### src/rtl/individual_eval_ctrl_if.sv
// Stream bundle between a vector source/result consumer and one
// individual_eval_ctrl.
//
// Handshake rule (both streams): a transfer happens on a rising clock edge
// where valid and ready are both 1. While valid is 1 and ready is 0, the
// sender holds valid and its payload stable. Ready may depend on state but
// never on valid.
//
// Signals:
//   in_valid/in_ready  vector stream (source -> controller)
//   in_a1..in_b0       operand words
//   in_exp             expected {y3,y2,y1,y0}, y3 in the MSBs
//   in_last            final vector of the batch
//   res_valid/res_ready result stream (controller -> consumer)
//   res_score          matching output words in the batch
//   res_perfect        vectors with all four words matching
//   res_count          vectors evaluated in the batch
//
// Modports: master = source/consumer side, slave = controller side.
interface individual_eval_ctrl_if #(
  parameter int W     = 16,
  parameter int CNT_W = 16
);
  logic             in_valid;
  logic             in_ready;
  logic [W-1:0]     in_a1;
  logic [W-1:0]     in_a0;
  logic [W-1:0]     in_b1;
  logic [W-1:0]     in_b0;
  logic [4*W-1:0]   in_exp;
  logic             in_last;
  logic             res_valid;
  logic             res_ready;
  logic [CNT_W-1:0] res_score;
  logic [CNT_W-1:0] res_perfect;
  logic [CNT_W-1:0] res_count;

  modport master (
    output in_valid, in_a1, in_a0, in_b1, in_b0, in_exp, in_last, res_ready,
    input  in_ready, res_valid, res_score, res_perfect, res_count
  );

  modport slave (
    input  in_valid, in_a1, in_a0, in_b1, in_b0, in_exp, in_last, res_ready,
    output in_ready, res_valid, res_score, res_perfect, res_count
  );
endinterface

### src/rtl/individual_eval_ctrl.sv
// Fitness-evaluation sequencer for one combinational evolved individual.
//
// A vector (four operand words plus the four expected result words) is
// accepted in IDLE, driven onto the individual from registers, held for
// SETTLE cycles, and then the individual's four result words are compared
// against the expected words. Matches accumulate into a per-batch score;
// the batch closes on the vector flagged last and the totals are offered on
// the result stream until taken.
//
// Ports:
//   clk, rst        rising-edge clock, asynchronous active-high reset
//   host            slave side of individual_eval_ctrl_if (vector in,
//                   batch result out)
//   dut_a1..dut_b0  registered operands to the individual; change only on
//                   vector accept
//   dut_y3..dut_y0  individual results
//   busy            controller is not idle
//   state_dbg       current FSM state encoding (0 idle, 1 settle, 2 result)
//
// Parameters:
//   W       operand/result word width
//   SETTLE  cycles operands are held before outputs are sampled (1..15)
//   CNT_W   width of score and vector counters; all counters saturate
module individual_eval_ctrl #(
  parameter int W      = 16,
  parameter int SETTLE = 1,
  parameter int CNT_W  = 16
) (
  input  logic                  clk,
  input  logic                  rst,
  individual_eval_ctrl_if.slave host,
  output logic [W-1:0]          dut_a1,
  output logic [W-1:0]          dut_a0,
  output logic [W-1:0]          dut_b1,
  output logic [W-1:0]          dut_b0,
  input  logic [W-1:0]          dut_y3,
  input  logic [W-1:0]          dut_y2,
  input  logic [W-1:0]          dut_y1,
  input  logic [W-1:0]          dut_y0,
  output logic                  busy,
  output logic [1:0]            state_dbg
);

  typedef enum logic [1:0] {
    S_IDLE   = 2'd0,
    S_SETTLE = 2'd1,
    S_RESULT = 2'd2
  } state_t;

  localparam logic [3:0]       SETTLE_LOAD = 4'(SETTLE - 1);
  localparam logic [CNT_W-1:0] CNT_MAX     = {CNT_W{1'b1}};

  state_t           state;
  logic [3:0]       settle_cnt;
  logic [4*W-1:0]   exp_q;
  logic             last_q;
  logic [CNT_W-1:0] score;
  logic [CNT_W-1:0] perfect;
  logic [CNT_W-1:0] count;

  // Word-by-word comparison of the individual's outputs against the
  // expected register; only consumed in the last settle cycle.
  logic [3:0] word_eq;
  logic [2:0] hits;
  logic       all_hit;

  assign word_eq[3] = (dut_y3 == exp_q[4*W-1:3*W]);
  assign word_eq[2] = (dut_y2 == exp_q[3*W-1:2*W]);
  assign word_eq[1] = (dut_y1 == exp_q[2*W-1:W]);
  assign word_eq[0] = (dut_y0 == exp_q[W-1:0]);
  assign hits       = 3'(word_eq[3]) + 3'(word_eq[2]) +
                      3'(word_eq[1]) + 3'(word_eq[0]);
  assign all_hit    = &word_eq;

  // Saturating accumulators. The score sum is widened by three bits so a
  // 0..4 increment can never wrap before the clamp is applied.
  logic [CNT_W+2:0] score_sum;
  logic [CNT_W-1:0] score_next;
  logic [CNT_W-1:0] perfect_next;
  logic [CNT_W-1:0] count_next;

  assign score_sum    = (CNT_W+3)'(score) + (CNT_W+3)'(hits);
  assign score_next   = (score_sum > (CNT_W+3)'(CNT_MAX)) ? CNT_MAX
                                                          : score_sum[CNT_W-1:0];
  assign perfect_next = (!all_hit || perfect == CNT_MAX) ? perfect
                                                         : perfect + 1'b1;
  assign count_next   = (count == CNT_MAX) ? count : count + 1'b1;

  always_ff @(posedge clk or posedge rst) begin
    if (rst) begin
      state      <= S_IDLE;
      settle_cnt <= '0;
      exp_q      <= '0;
      last_q     <= 1'b0;
      dut_a1     <= '0;
      dut_a0     <= '0;
      dut_b1     <= '0;
      dut_b0     <= '0;
      score      <= '0;
      perfect    <= '0;
      count      <= '0;
    end else begin
      case (state)
        S_IDLE: begin
          // in_ready is 1 throughout IDLE, so in_valid alone is the accept.
          if (host.in_valid) begin
            dut_a1     <= host.in_a1;
            dut_a0     <= host.in_a0;
            dut_b1     <= host.in_b1;
            dut_b0     <= host.in_b0;
            exp_q      <= host.in_exp;
            last_q     <= host.in_last;
            settle_cnt <= SETTLE_LOAD;
            // First vector of a batch: previous batch totals are dropped
            // here rather than at result handoff so they stay readable.
            if (count == '0) begin
              score   <= '0;
              perfect <= '0;
            end
            state <= S_SETTLE;
          end
        end

        S_SETTLE: begin
          if (settle_cnt == 4'd0) begin
            score   <= score_next;
            perfect <= perfect_next;
            count   <= count_next;
            state   <= last_q ? S_RESULT : S_IDLE;
          end else begin
            settle_cnt <= settle_cnt - 4'd1;
          end
        end

        S_RESULT: begin
          if (host.res_ready) begin
            count <= '0;
            state <= S_IDLE;
          end
        end

        default: state <= S_IDLE;
      endcase
    end
  end

  assign host.in_ready    = (state == S_IDLE);
  assign host.res_valid   = (state == S_RESULT);
  assign host.res_score   = score;
  assign host.res_perfect = perfect;
  assign host.res_count   = count;
  assign busy             = (state != S_IDLE);
  assign state_dbg        = state;

endmodule
### src/flat_wrapper.sv
// flat-port wrapper written by rule: the top's interface ports become plain ports
module individual_eval_ctrl_flat 
#(
  parameter int W      = 16,
  parameter int SETTLE = 1,
  parameter int CNT_W  = 16
)
  (clk, rst, dut_a1, dut_a0, dut_b1, dut_b0, dut_y3, dut_y2, dut_y1, dut_y0, busy, state_dbg, host_in_valid, host_in_a1, host_in_a0, host_in_b1, host_in_b0, host_in_exp, host_in_last, host_res_ready, host_in_ready, host_res_valid, host_res_score, host_res_perfect, host_res_count);
  individual_eval_ctrl_if #(.W(W), .CNT_W(CNT_W)) host_i ();
  input  logic clk;
  input  logic rst;
  output logic [W-1:0] dut_a1;
  output logic [W-1:0] dut_a0;
  output logic [W-1:0] dut_b1;
  output logic [W-1:0] dut_b0;
  input  logic [W-1:0] dut_y3;
  input  logic [W-1:0] dut_y2;
  input  logic [W-1:0] dut_y1;
  input  logic [W-1:0] dut_y0;
  output logic busy;
  output logic [1:0] state_dbg;
  input wire logic [$bits(host_i.in_valid)-1:0] host_in_valid;
  input wire logic [$bits(host_i.in_a1)-1:0] host_in_a1;
  input wire logic [$bits(host_i.in_a0)-1:0] host_in_a0;
  input wire logic [$bits(host_i.in_b1)-1:0] host_in_b1;
  input wire logic [$bits(host_i.in_b0)-1:0] host_in_b0;
  input wire logic [$bits(host_i.in_exp)-1:0] host_in_exp;
  input wire logic [$bits(host_i.in_last)-1:0] host_in_last;
  input wire logic [$bits(host_i.res_ready)-1:0] host_res_ready;
  output wire logic [$bits(host_i.in_ready)-1:0] host_in_ready;
  output wire logic [$bits(host_i.res_valid)-1:0] host_res_valid;
  output wire logic [$bits(host_i.res_score)-1:0] host_res_score;
  output wire logic [$bits(host_i.res_perfect)-1:0] host_res_perfect;
  output wire logic [$bits(host_i.res_count)-1:0] host_res_count;
  assign host_i.in_valid = host_in_valid;
  assign host_i.in_a1 = host_in_a1;
  assign host_i.in_a0 = host_in_a0;
  assign host_i.in_b1 = host_in_b1;
  assign host_i.in_b0 = host_in_b0;
  assign host_i.in_exp = host_in_exp;
  assign host_i.in_last = host_in_last;
  assign host_i.res_ready = host_res_ready;
  assign host_in_ready = host_i.in_ready;
  assign host_res_valid = host_i.res_valid;
  assign host_res_score = host_i.res_score;
  assign host_res_perfect = host_i.res_perfect;
  assign host_res_count = host_i.res_count;
  individual_eval_ctrl #(.W(W), .SETTLE(SETTLE), .CNT_W(CNT_W)) u_core (.clk(clk), .rst(rst), .host(host_i), .dut_a1(dut_a1), .dut_a0(dut_a0), .dut_b1(dut_b1), .dut_b0(dut_b0), .dut_y3(dut_y3), .dut_y2(dut_y2), .dut_y1(dut_y1), .dut_y0(dut_y0), .busy(busy), .state_dbg(state_dbg));
endmodule
### config.mk
export PLATFORM = sky130hd
export DESIGN_NAME = individual_eval_ctrl_flat
export DESIGN_NICKNAME = d
export VERILOG_FILES = /design/src/rtl/individual_eval_ctrl_if.sv /design/src/rtl/individual_eval_ctrl.sv /design/src/flat_wrapper.sv
export SDC_FILE = /design/constraint.sdc
export NUM_CORES = 1
export LEC_CHECK = 0
export CORE_MARGIN = 2
export CORE_UTILIZATION = 45
export CTS_CLUSTER_DIAMETER = 200
export DETAILED_ROUTE_END_ITERATION = 16
export PLACE_DENSITY = 0.89
export REMOVE_ABC_BUFFERS = 1
export SLEW_MARGIN = 20
export SYNTH_ARGS = -nofsm -noshare
export SYNTH_HDL_FRONTEND = slang
export SYNTH_SLANG_ARGS = --single-unit
export TNS_END_PERCENT = 50
### constraint.sdc
create_clock -name clk -period 7.2 [get_ports clk]
set_clock_uncertainty 0.2 [all_clocks]
set_input_delay 0.72 -clock clk [delete_from_list [all_inputs] [get_ports clk]]
set_output_delay 0.72 -clock clk [all_outputs]
set_load 0.02 [all_outputs]
==> results of run 1 <==
## report_power, final
| part | switching, mW | internal (mW) |
|---|---|---|
| clock network | 0.451 | 0.503 |
| logic | 0.836 | 1.04 |
| registers | 0.291 | 1.44 |
| total | 1.58 | 2.99 |
## critical path: cells and delay by family
family | cells | cell delay, ns
adder cells (fa/ha/maj) | 4 | 1.49
AND/OR/NAND/NOR | 4 | 1.28
AO/OA/AOI/OAI | 4 | 0.71
buffers and inverters | 1 | 0.47
XOR/XNOR | 1 | 0.12
## per-stage QoR
stage	instance area (um2)	hold slack, ns	total power, mW	util (%)
floorplan	8420	0.246	2.85	-
global placement	11900	0.279	3.56	63.8
detailed placement	11900	0.271	3.63	63.8
CTS	12500	0.296	4.61	67.0
global route	12500	0.321	4.81	67.0
finish	12500	0.292	4.57	67.0
## Yosys cell counts, types with 4 or more instances
cell type	count	share of area, %
sky130_fd_sc_hd__o31ai_1	7	0.62
sky130_fd_sc_hd__ha_1	10	1.5
sky130_fd_sc_hd__nand4_1	28	2.1
sky130_fd_sc_hd__nor2_1	39	1.7
sky130_fd_sc_hd__nand3_1	26	1.5
sky130_fd_sc_hd__dfrtp_1	183	54
sky130_fd_sc_hd__xor2_1	7	0.72
sky130_fd_sc_hd__nor3_1	10	0.59
sky130_fd_sc_hd__and4_1	5	0.51
sky130_fd_sc_hd__a21oi_1	21	1.2
sky130_fd_sc_hd__nand2b_1	4	0.29
sky130_fd_sc_hd__and2_1	8	0.59
sky130_fd_sc_hd__mux2_2	130	17
sky130_fd_sc_hd__o21ai_0	13	0.76
sky130_fd_sc_hd__clkbuf_1	26	1.1
sky130_fd_sc_hd__xnor2_1	72	7.4
sky130_fd_sc_hd__nor4_1	9	0.66
sky130_fd_sc_hd__inv_1	10	0.44
sky130_fd_sc_hd__nand2_1	27	1.2
sky130_fd_sc_hd__and3_1	7	0.51
sky130_fd_sc_hd__or4_1	9	0.79
## layout make-up
cell class / count / area (um2) / area share [%]
clock buffer: 18 / 439 / 3.51
multi-input combinational: 477 / 3810 / 30.5
timing repair buffer: 318 / 3170 / 25.4
antenna: 2 / 5.00 / 0.0400
inverter: 10 / 45.0 / 0.360
sequential: 183 / 4580 / 36.6
clock inverter: 14 / 155 / 1.24
tap: 234 / 293 / 2.34
## sequential cells by signal, summed over array words and instances (netlist names), 4 cells and up
| signal | cells |
|---|---|
| u_core.dut_b1 | 16 |
| u_core.host.res_score | 16 |
| u_core.dut_b0 | 16 |
| u_core.host.res_perfect | 16 |
| u_core.settle_cnt | 4 |
| u_core.host.res_count | 16 |
| u_core.exp_q | 64 |
| u_core.dut_a1 | 16 |
| u_core.dut_a0 | 16 |
## routing by layer
metal / up-vias / wire length, um / track usage (%)
li1: 3135 / - / -
met1: 3332 / 9220 / 28.2
met2: 259 / 12300 / 41.7
met3: 30 / 1820 / 7.53
met4: 0 / 515 / 7.74
met5: - / 0 / 0
## logic make-up after synthesis
kind of cell | count (synthesis) | synth area share [%]
simple gates | 184 | 11.6
flops | 183 | 53.7
mux | 133 | 17.5
xor+xnor | 79 | 8.12
compound gates | 69 | 5.43
buf+inv | 37 | 1.67
fa+ha+maj | 12 | 1.94
## worst paths after layout
check / to / slack, ns / cells past startpoint / from
min in group asynchronous: u_core.last_q / 0.61 / 2 / rst
hold / removal: u_core.state_dbg[1] / 0.29 / 2 / u_core.last_q
setup / recovery: u_core.host.res_score[9] / 2.49 / 14 / dut_y3[10]
setup reg to reg: u_core.host.res_score[9] / 2.81 / 13 / u_core.exp_q[58]
hold reg to reg: u_core.state_dbg[1] / 0.29 / 2 / u_core.last_q
max in group asynchronous: u_core.exp_q[27] / 4.65 / 3 / rst
==> run summary, run 1 <==
The flow ran to the end, and the final reports show no timing, DRC or antenna violations. The logs give 23.9% for the total global-route track usage and 6756 for the total vias in the final route. The final weighted congestion in routability-driven placement was 0.804.

The worst-case setup margin in the final layout was 2.49 ns. In this run the clock root is driven by a sky130_fd_sc_hd__clkbuf_16. From left edge to right edge, the die measures 142 um. Post-CTS timing repair inserted 0 buffers for setup. The clock slew seen by the registers of the worst setup and hold paths was 0.08 ns. Clock tree synthesis inserted a total of 17 buffers.

The critical path goes through clkdlybuf4s50_1 > xnor2_1 > nand4_1 > nor4_1 > ha_1 > fa_1 > ha_1 > fa_1 > and2_1 > o21ai_0 > or4_1 > o21ai_0 > a21oi_1 > a311oi_1. For the worst setup path, the data arrival time is 4.79 ns. The library cell used most frequently in the layout, excluding fill and tap cells, is sky130_fd_sc_hd__clkdlybuf4s50_1.

The run gives 697 as the count of mapped cells out of synthesis. Measured along the y axis, the die boundary spans 142 um. Final hold violation count: 0. The first global-routing pass estimated 37500 um of wire.

Summing the sequential cell areas from Yosys gives 53.7% of the chip area. The pre-antenna-repair detailed-routing pass consisted of 6 iterations. The tools report the clock net sink count as 183. The largest net degree at the start of global routing is 113, and the count of input and output buffers is 313. The run gives 271 uV as the maximum ir drop on the vdd rail. The placed wire-length estimate is 17700 um.

The logs give 0 for the number of slew-limit violations in the final report and 0.212 GHz for the peak clock frequency supported by timing. In the final routed layout, each cell accounts on average for 19.0 um. Summing every instance area after synthesis gives 8520 um2. For this block, the routed nets add up to 23900 um of wire. The category of the worst setup path capture point was a flop. The slew of the pin with the lowest slew margin is 0.979 ns. The logs give 2 for the number of antenna violations at the first check in global routing and 351 for the first-iteration detailed-routing DRC count. For this run, the leading register cell type out of synthesis is sky130_fd_sc_hd__dfrtp_1.

For this run the aggregate overflow at the end of global routing stands at 0. STA classifies the critical path startpoint as a primary input. Counting tap cells, the placed design contains a total of 1222 instances. In this run the worst path has a maximum fanout of 15. The maximum count of clock buffers along a single path was 2. After layout, the worst path uses 65.5% of the clock period. The remaining antenna violation count after routing was 0; the mean cell area of the mapped netlist was 12.2 um2.

The slowest stage of the critical path belongs to the cell sky130_fd_sc_hd__clkdlybuf4s50_1. Prior to clock tree synthesis, the placed netlist has a worst setup slack of 2.07 ns. Buffers inserted to repair hold after CTS numbered 0. The total negative slack for setup checks is 0 ns.

In this run the static leakage power is 5.02 nW. The total number of yosys warnings is 0. Once the floorplan was initialized, standard cells occupied 45.7% of the core. The via count of the first global-routing pass is 7176. TritonCTS built the clock tree. The floorplan step defined a core boundary enclosing 18600 um2.

The number of max-capacitance violations reported was 0; the area enclosed by the die boundary was 20100 um2. The fraction of synthesis flops using an asynchronous set or reset pin was 100%. The count of pins on the block boundary was 314; the data required time at the worst endpoint was 7.27 ns. Clock latency on the worst-skew pair, taken at its later pin, is 0.44 ns. Headroom to the max-slew limit came out at 34.7%.

The non-filler instance count after layout is 1256, and the mean number of vias per cell is 5.38. Classification of the worst setup path: primary input to flop. The synthesized design contains 0 enable-type register cells.

Counting I/O delays and the setup requirement, the final critical path takes 4.71 ns. Path class of the lowest-slack min-delay path: flop to flop. Synthesis instantiated 49 different standard cells from the library. Setup repair after global routing left no endpoint under its margin.

The delay of the slowest cell on the worst path is 0.47 ns, and the fill cell instance count of the final layout is 1338. In the layout the commonest cells are sky130_fd_sc_hd__clkdlybuf4s50_1, sky130_fd_sc_hd__dfrtp_1, sky130_fd_sc_hd__mux2_2. CTS H-tree depth: 4. The relative area change from synthesis to final layout is 46.6%, and the number of instances resized during post-cts repair is 0. The run gives 1216 as the number of nets in the finished design.

The share of final-layout standard cells stronger than drive strength 1 was 17.4%; the number of synthesized register bits was 183. Row count: 50. Power spread over the standard cell area amounts to 366 nW/um2.

Setup violations remaining at the end of the flow were counted as 0. For this run, design rule violations remaining after detail routing come to 0.
Power figures use the tool's default switching activity.
==> run 2, diff against run 1 <==
==> constraint.sdc (replaced) <==
create_clock -name clk -period 4.4 [get_ports clk]
set_clock_uncertainty 0.2 [all_clocks]
set_input_delay 0.44 -clock clk [delete_from_list [all_inputs] [get_ports clk]]
set_output_delay 0.44 -clock clk [all_outputs]
set_load 0.02 [all_outputs]
==> run summary, run 2 (same netlist as run 1, synthesis figures left out) <==
The flow ran to the end, and the final reports show no timing, DRC or antenna violations. The run gives 1375 as the fill cell instance count of the final layout. The later pin in the worst-skew pair is clocked with a latency of 0.44 ns.

The post-route netlist has 18.6% of its cells at a drive strength greater than 1. The global route total overflow is 0. Summed over all cells, the static leakage comes to 5.10 nW.

The area growth from synthesis to layout is 48.5%. 314 I/O pins were placed. In the finished design, the share of the clock period the worst path needs comes to 95.7%.

The final hold violation count came out at 0. The tightest min-delay check is of the flop to flop type. The die outline height is 142 um. The worst register-to-register path ends at u_core.host.res_score[2]. For this run, design rule violations remaining after detail routing come to 0. Once the floorplan was initialized, standard cells occupied 45.7% of the core.

Cell internal power was estimated by the tool at 4.95 mW. Once the clock tree was built, the setup fixing pass inserted 0 buffers. The leading cell type in the layout, fill and taps excluded was sky130_fd_sc_hd__clkdlybuf4s50_1. Adding up every negative setup slack in the final design gives 0 ns.

At the worst endpoint, the required time is 4.55 ns. The first-iteration detailed-routing DRC count is 328. Count of input and output buffers: 313. The worst hold path begins at u_core.last_q.

Across the VDD grid, the largest voltage drop is 409 uV. The slew of the pin with the lowest slew margin works out to 0.845 ns. The run gives 1267 as the non-filler instance count after layout.

In the layout the commonest cells are sky130_fd_sc_hd__clkdlybuf4s50_1, sky130_fd_sc_hd__dfrtp_1, sky130_fd_sc_hd__mux2_2. The run gives 41.2% as the fraction of power consumed by combinational cells. The number of placed instances, taps included, is 1233. For the maximum count of clock buffers along a single path, the log shows 2. The congestion estimate from routability-driven global placement came to 0.812.

The die covers 20100 um2. The run gives 0.238 GHz as the peak clock frequency supported by timing. After detailed routing, the average wire length per cell comes to 18.8 um. The via count of the first global-routing pass is 7323. Global routing's busiest layer: met2.

For this run, the detailed router's first-pass iteration total came to 6. The remaining antenna violation count after routing is 0. The logs give 23.9% for the total global-route track usage and 18600 um2 for the standard cell core area. The row count is 50. For this run, global-route usage on met1 was measured as 27.5%. The first global-routing pass estimated 37600 um of wire. The run gives 8.10% as the global routing met3 resource utilization.

The flip-flop count of the largest register after layout works out to 64. TritonCTS built the clock tree. The tools report the largest net degree at the start of global routing as 133.

The total vias in the final route was 6845; the total area of multi-input combinational cells was 3840 um2. Measured on the finished design, the core utilization comes to 67.9%. The power density over the cells works out to 594 nW/um2.

The critical path is of the primary input to flop type. The tree built by TritonCTS fans out to 183 sinks. The most flop-heavy register is u_core.exp_q. Number of antenna violations at the first check in global routing: 1. The kind of start point of the critical path was a primary input.

The peak fanout along the critical path works out to 6. After clock tree synthesis, the clock-pin slew on the worst setup and hold paths is 0.07 ns. The final wirelength was 23800 um; the hold path depth was 2.

After the last flow step, the layout net total stands at 1228. The number of cells on the worst reg-to-reg path is 13. Measured against its own limit, the worst slew margin works out to 43.6%. The worst hold endpoint is u_core.state_dbg[1].

In this run the clock root is driven by a sky130_fd_sc_hd__clkbuf_16. Across the run, the number of max-cap violations was 0. In this run the horizontal extent of the chip is 142 um.

The HPWL after detailed placement is 17500 um. Launching point of the worst reg2reg path: u_core.exp_q[46]. The setup slack of the worst register-to-register path came out at 0.24 ns. TritonCTS buffer count: 17. The sequential cells in the finished layout cover a total of 4580 um2. The worst path in the final design needs a cycle of 4.21 ns, including I/O delays and setup. Setup violations remaining at the end of the flow were counted as 0. The category of the worst setup path capture point was a flop. In this run, flip-flops and latches consume 37.6% of the power. In the routed layout, each cell is associated on average with a via count of 5.40. For this run, global-route usage on met2 was measured as 41.4%. Net switching is 34.1% of the power. The number of slew-limit violations in the final report is 0. For this design the total switching power over the nets is 2.56 mW.

CTS built an H-tree with a depth of 4. At the worst endpoint, the arrival time is 4.36 ns. The share of total power dissipated in the clock network is 21.2%.
[run 2: through the flow]
step                      hold WS [ns]  setup WS, ns  cell area (um2)  total power, mW
after global routing             0.329       -0.0185            12700             7.92
after detailed placement         0.275        -0.424            12000             5.94
after floorplan                  0.246         -1.90             8420             4.67
after global placement           0.279        -0.319            12000             5.84
after CTS                        0.292        0.0777            12600             7.57
final                            0.292         0.191            12700             7.52
[run 2: repair_timing]
item	4_1_cts	5_1_grt
endpoints found under the setup margin	3	6
pin swaps	0	3
cloned	0	1
hold buffers	0	0
gates resized for setup	1	3
[run 2: worst max path at each step]
| stage | from | end | slack [ns] |
|---|---|---|---|
| global route | dut_y2[14] | u_core.host.res_score[11] | -0.02 |
| detailed placement | dut_y2[14] | u_core.host.res_score[12] | -0.42 |
| finish | dut_y2[14] | u_core.host.res_score[2] | 0.19 |
| floorplan | u_core.state_dbg[0] | u_core.host.res_perfect[11] | -1.90 |
| CTS | dut_y2[14] | u_core.host.res_score[12] | 0.08 |
| global placement | dut_y2[11] | u_core.host.res_score[12] | -0.32 |
[run 2: worst max-delay path, stage by stage]
cell and delay [ns]:
sky130_fd_sc_hd__clkdlybuf4s50_1 0.49, sky130_fd_sc_hd__xnor2_1 0.14, sky130_fd_sc_hd__nand4_1 0.19, sky130_fd_sc_hd__nor4_4 0.34, sky130_fd_sc_hd__buf_4 0.15, sky130_fd_sc_hd__ha_1 0.23
sky130_fd_sc_hd__fa_1 0.41, sky130_fd_sc_hd__ha_1 0.33, sky130_fd_sc_hd__fa_2 0.23, sky130_fd_sc_hd__and2_1 0.16, sky130_fd_sc_hd__o21ai_0 0.12, sky130_fd_sc_hd__or4_2 0.79
sky130_fd_sc_hd__buf_4 0.19, sky130_fd_sc_hd__a31oi_1 0.15
[run 2: layout make-up]
| type | count | area share (%) |
|---|---|---|
| sequential | 183 | 36.2 |
| multi-input combinational | 478 | 30.4 |
| timing repair buffer | 329 | 25.9 |
| clock buffer | 18 | 3.39 |
| tap | 234 | 2.31 |
| clock inverter | 14 | 1.43 |
| inverter | 10 | 0.356 |
| antenna | 1 | 0.0198 |
[run 2: per-layer routing]
metal,part of all wire [%],vias up
met4,2.8,0
met3,8.1,46
li1,-,3169
met2,52,303
met1,37,3327
met5,0,-
[run 2: power groups by stage]
stage / Combinational [mW] / Clock (mW) / Sequential (mW)
floorplan: 1.48 / 0 / 3.18
global placement: 3.02 / 0 / 2.81
detailed placement: 3.09 / 0 / 2.85
CTS: 3.12 / 1.62 / 2.83
global route: 3.32 / 1.69 / 2.92
finish: 3.10 / 1.60 / 2.82
